File: config.mk
export PLATFORM = sky130hd
export DESIGN_NAME = io_in_pad_sync
export DESIGN_NICKNAME = d
export VERILOG_FILES = /design/src/rtl/io_in_pad_sync.sv
export SDC_FILE = /design/constraint.sdc
export NUM_CORES = 1
export LEC_CHECK = 0
export BUFFER_PORTS_ARGS = -buffer_cell sky130_fd_sc_hd__buf_2
export CAP_MARGIN = 5
export CORE_AREA = 2 2 39 41
export CTS_CLUSTER_DIAMETER = 50
export DETAILED_ROUTE_END_ITERATION = 16
export DIE_AREA = 0 0 41 43
export GPL_TIMING_DRIVEN = 0
export PLACE_DENSITY = 0.4
export REMOVE_ABC_BUFFERS = 1
export SLEW_MARGIN = 30
export SYNTH_ARGS = -nofsm -noshare
export SYNTH_HDL_FRONTEND = slang
export SYNTH_SLANG_ARGS = --single-unit
File: constraint.sdc
create_clock -name clk -period 1.3 [get_ports clk]
set_input_delay 0.13 -clock clk [delete_from_list [all_inputs] [get_ports clk]]
set_output_delay 0.13 -clock clk [all_outputs]
set_load 0.01 [all_outputs]
File: src/rtl/io_in_pad_sync.sv
// Multi-channel input pad: per-channel flop synchroniser, debounce filter, fan-out and edge pulses.
// Optional per-channel aborted-change counters are enabled with the IOPAD_GLITCH_CNT_EN macro.
module io_in_pad_sync #(
  parameter int   WIDTH       = 1,
  parameter int   FANOUT      = 4,
  parameter int   SYNC_STAGES = 2,
  parameter int   DEBOUNCE    = 4,
  parameter logic RESET_VAL   = 1'b0
) (
  input  logic                      clk,
  input  logic                      rst,
`ifdef IOPAD_GLITCH_CNT_EN
  input  logic                      glitch_clr,
  output logic [WIDTH*8-1:0]        glitch_cnt,
`endif
  input  logic [WIDTH-1:0]          top_pin,
  output logic [WIDTH*FANOUT-1:0]   pins,
  output logic [WIDTH-1:0]          level,
  output logic [WIDTH-1:0]          rise,
  output logic [WIDTH-1:0]          fall
);

  localparam int               CNT_W    = $clog2(DEBOUNCE + 1);
  localparam logic [CNT_W-1:0] CNT_LAST = CNT_W'(DEBOUNCE - 1);

  logic [SYNC_STAGES-1:0][WIDTH-1:0] sync_q, sync_d;
  logic [WIDTH-1:0]                  sync_out;
  logic [WIDTH-1:0][CNT_W-1:0]       cnt_q, cnt_d;
  logic [WIDTH-1:0]                  level_q, level_d;
  logic [WIDTH-1:0]                  rise_q, rise_d;
  logic [WIDTH-1:0]                  fall_q, fall_d;

  assign sync_d   = {sync_q[SYNC_STAGES-2:0], top_pin};
  assign sync_out = sync_q[SYNC_STAGES-1];

  // The level only moves after DEBOUNCE consecutive disagreeing samples; any agreement restarts the count.
  always_comb begin
    cnt_d   = cnt_q;
    level_d = level_q;
    for (int c = 0; c < WIDTH; c++) begin
      if (sync_out[c] == level_q[c]) begin
        cnt_d[c] = '0;
      end else if (cnt_q[c] == CNT_LAST) begin
        level_d[c] = sync_out[c];
        cnt_d[c]   = '0;
      end else begin
        cnt_d[c] = cnt_q[c] + CNT_W'(1);
      end
    end
    rise_d = level_d & ~level_q;
    fall_d = ~level_d & level_q;
  end

  always_ff @(posedge clk or negedge rst) begin
    if (!rst) begin
      sync_q  <= {(SYNC_STAGES*WIDTH){RESET_VAL}};
      cnt_q   <= '0;
      level_q <= {WIDTH{RESET_VAL}};
      rise_q  <= '0;
      fall_q  <= '0;
    end else begin
      sync_q  <= sync_d;
      cnt_q   <= cnt_d;
      level_q <= level_d;
      rise_q  <= rise_d;
      fall_q  <= fall_d;
    end
  end

  assign pins  = {FANOUT{level_q}};
  assign level = level_q;
  assign rise  = rise_q;
  assign fall  = fall_q;

`ifdef IOPAD_GLITCH_CNT_EN
  logic [WIDTH-1:0][7:0] gcnt_q, gcnt_d;

  // An aborted change is a partial count that is cancelled by the input returning to the level.
  always_comb begin
    gcnt_d = gcnt_q;
    if (glitch_clr) begin
      gcnt_d = '0;
    end else begin
      for (int c = 0; c < WIDTH; c++) begin
        if ((cnt_q[c] != '0) && (sync_out[c] == level_q[c]) && (gcnt_q[c] != 8'hff)) begin
          gcnt_d[c] = gcnt_q[c] + 8'd1;
        end
      end
    end
  end

  always_ff @(posedge clk or negedge rst) begin
    if (!rst) begin
      gcnt_q <= '0;
    end else begin
      gcnt_q <= gcnt_d;
    end
  end

  assign glitch_cnt = gcnt_q;
`endif

endmodule

Yosys cells after proc, flatten, opt, wreduce, memory -nomap -nowiden:

Cells that the tools add are included.

* bits of input ports: 3
* word-level logic and storage cells: 17
* output and inout bits: 7
* flip-flop bits (word level): 8

* bitwise logic cells: 4
* equal/unequal tests: 2
* multiplexer cells: 4
* add/subtract/negate cells: 1

Operators with widths (count)
* 3-bit two-way mux: 2
* 3-bit by 1-bit adder with 3-bit output (second input constant): 1
* 3-bit by 2-bit equality test with 1-bit output (second input constant): 1
* 1-bit AND: 2
* 1-bit two-way mux: 2
* 1-bit inverter: 2
* 1-bit equality test: 1

Depth between registers and ports, before layout:

* depth after elaboration: 5
* gate-level depth with buffers: 3
* mapped depth without buffers: 3

Worst setup path after synthesis:

OpenSTA, ideal clock, no wires.

* path kind: flip-flop to flip-flop
* start: reg cnt_q[0] in the netlist's numbering
* end: reg level_q, in the netlist level
* slack: 180 ps
* period minus slack after synthesis: 1120 ps
* data required time: 1173 ps
* path buffers: 0
* stages on the path, launching flop included: 4
* arrival: 993 ps
* library setup time: 127 ps
* path through: dfrtp_1 -> ha_1 -> nor2b_4 -> mux2_1

* word-level cells in the longest chain between the ends: 3

RTL lines
* start, declared: line 28 `logic [WIDTH-1:0][CNT_W-1:0] cnt_q, cnt_d;`
* start signal, assigned: line 63 `cnt_q <= cnt_d;`
* 3-bit by 2-bit equality test with 1-bit output: line 43 `end else if (cnt_q[c] == CNT_LAST) begin`
* 1-bit two-way mux: line 43
* 1-bit two-way mux: line 41 `if (sync_out[c] == level_q[c]) begin`
* via level_d: line 29 `logic [WIDTH-1:0] level_q, level_d;`
* end signal, assigned: line 58 `level_q <= {WIDTH{RESET_VAL}};`
* end signal, assigned: line 64 `level_q <= level_d;`
* end, declared: line 29

The timed path passes the listed nets, and every way through them passes these cells.

Final worst setup path:

Ends and elaborated chain as after synthesis.

==> impl_results.md <==
- Crit-path slowest cell: dfrtp_1
- Final period util: 89.95%
- Combinational power share: a little under a third
- Worst EP required: 1430 ps
- Final min period: between 1000 and 1500 ps
- Antenna Nets Post-Route: 0
- Fraction of layout cells with a size suffix above 1: 40.63%
- Delay of the slowest critical-path stage: 370 ps
- Final #Nets: 38
- Diodes inserted: 0
- DRT Pass-1 Iters: 1
- RR Endpoint: level
- Chip height: 43 um
- Avg WL per Cell: 9.083 um
- Worst-path clk slew: 50 ps
- Max-slew violations: 0
- Commonest non-fill, non-tap cell in the layout: buf_2
- MaxCap Viol Count: 0
- Ys Warns: 0
- Placed Cells: 43
- First-pass GRT wire length: 772 um
- Slew Limit Headroom: 83.16%
- Routed wl met2: ~210 um
- Least-Margin Pin Slew: ~250 ps
- HPWL after detailed placement: 333.6 um
- Initial DRC count: 0
- Critical Path Fanout Max: 3
- Setup crit start kind: flop
- Mapped Cells: 22
- Worst-Skew Late Latency: 250 ps
- Cell variety after synth: 9
- P_int: roughly 520 uW
- Synth Cell Area: between 300 and 400 um^2
- WL met1: 196 um
- Worst path cell trace: ha_1 -> nor2b_4 -> mux2_1
- Via count: 188
- Remaining DRCs: 0
- Clock sinks: 8
- GPL Wtd Cong: 0.6270
- Clock power share: 24.1%
- Max Used Layer: met3
- Leakage: 0.1926 nW
- Reg2Reg Depth: 3
- Die width: 41 um
- Type of the worst setup path: flop to flop
- Flop pwr share: 44.9%
- Grt total ovfl: 0
- Avg Cell Area, Syn: 14.45 um^2
- GRT Util Overall: 7.099%
- Initial Util: 22.97%
- Final Setup Violations: 0
- Most frequent cells in the layout: 9 x buf_2, 8 x dfrtp_1, 4 x nor3b_1, 3 x clkbuf_4, 2 x dlygate4sd3_1
- H-tree Lvls: 1
- Worst R2R Setup Slack: 130 ps
- Peak supply drop: between 700 and 800 uV
- Row cnt: 14
- F_max: 855.2 MHz
- Reg2Reg Launch Point: cnt_q[0]
- Finished Cell Area: 395.4 um^2
- Setup TNS: 0 ps
- Met3 WL: 30 um
- CTS max path bufs: 2
- Pre-CTS WS: 129.3 ps
- Die area: around 0.0018 mm^2
- PnR worst setup slack: 130.7 ps
- Arr. time, crit path: 1300 ps
- Placeable core area: 0.001384 mm^2
- Ports: 10
- Crit end category: flop
- RSZ-0062 raised after global routing: false
- Status: complete, no violations
- Layout Cells excl Fill: 48
- Routed WL: 436 um
- FF+latch count, synth: 8
- Number of global-route vias before repair: 198
- Antenna violations before repair: 0
- CTS Buf Count: 3
- Pin count of the biggest net entering global routing: 10
- Sequential area share after synthesis: 62.99%
- Clock skew: 0.1911 ps
- Root buf cell: clkbuf_4
- CTS tree: built
- P&R area growth vs syn: 24.41%
- Switch share: 31.16%
- Post-DP Area: 352.8 um^2
- Hold Crit Class: primary input to asynchronous set/reset pin
- Total power: between 700 and 800 uW
- PwrDens: 1912 mW/mm^2
- Fin. Hold Viols: 0
- Port buffer count: 9
- Sw Pwr: 235.5 uW
- Average via count per standard cell: 3.917
[worst max-delay path, delay by kind of cell (launching register included)]
family        cells  cell delay (ps)
flops             1              370
fa+ha+maj         1              230
mux               1              310
simple gates      1              140
[cell usage after synthesis]
cell type | instances | area share [%]
buf_4 | 4 | 9.4
dfrtp_1 | 8 | 63
ha_1 | 1 | 3.9
mux2_1 | 1 | 3.5
nand2b_1 | 1 | 2.0
nor2b_4 | 1 | 4.3
nor3_1 | 1 | 1.6
nor3b_1 | 4 | 9.4
xnor2_1 | 1 | 2.8
[metrics by stage]
stage          hold WS (ps)  util, %
2_1_floorplan        -165.6        -
3_3_place_gp         -25.00    25.50
3_5_place_dp         -17.51    25.50
4_1_cts               242.3    28.57
5_1_grt               258.6    28.57
6_report              246.0    28.57
[area by class of cell]
class | instances | area (um^2)
Clock buffer | 3 | 22.52
Fill cell | 142 | 988.4
Multi-Input combinational cell | 10 | 87.58
Sequential cell | 8 | 200.2
Tap cell | 16 | 20.02
Timing Repair Buffer | 11 | 65.06
[logic make-up (layout without fill, tap and decap cells)]
kind of cell             Yosys count  after routing  share of synthesized area [%]
adder cells (fa/ha/maj)            1              1                          3.936
flip-flops                         8              8                          62.99
XOR/XNOR                           1              1                          2.756
buffers and inverters              4             14                          9.449
multiplexers                       1              1                          3.543
AND/OR/NAND/NOR                    7              7                          17.32
[worst max-delay path by stage]
| stage | startpoint | endpoint | slack (ps) | depth (start not counted) |
|---|---|---|---|---|
| 6_report | cnt_q[0] | level | 130 | 3 |
| 5_1_grt | cnt_q[0] | level | 80 | 3 |
| 4_1_cts | cnt_q[0] | level | 120 | 3 |
| 3_5_place_dp | cnt_q[0] | level | 130 | 3 |
| 3_3_place_gp | cnt_q[0] | level | 140 | 3 |
| 2_1_floorplan | cnt_q[0] | level | 180 | 3 |
[per-layer routing]
metal | track usage, % | vias to the layer above
met4 | 4.000 | 0
li1 | - | 89
met1 | 7.973 | 92
met2 | 8.750 | 7
met3 | 6.283 | 0
met5 | 0 | -
[repair_timing]
item	in CTS	in global routing
gates resized for setup	0	0
hold buffers	2	0
hold endpoints to repair	9	0
setup buffers	0	0
[power groups by stage]
stage | clock, mW | sequential, mW | combinational [mW]
global route | 0.213 | 0.346 | 0.266
finish | 0.182 | 0.339 | 0.235
floorplan | 0 | 0.387 | 0.0888
global placement | 0 | 0.341 | 0.237
detailed placement | 0 | 0.345 | 0.236
CTS | 0.194 | 0.340 | 0.240
[registers in the layout (all words and copies together) (netlist names)]
name,count
rise,1
sync_d,1
fall,1
sync_out,1
cnt_q,3
level,1
(Power assumes the default switching activity.)
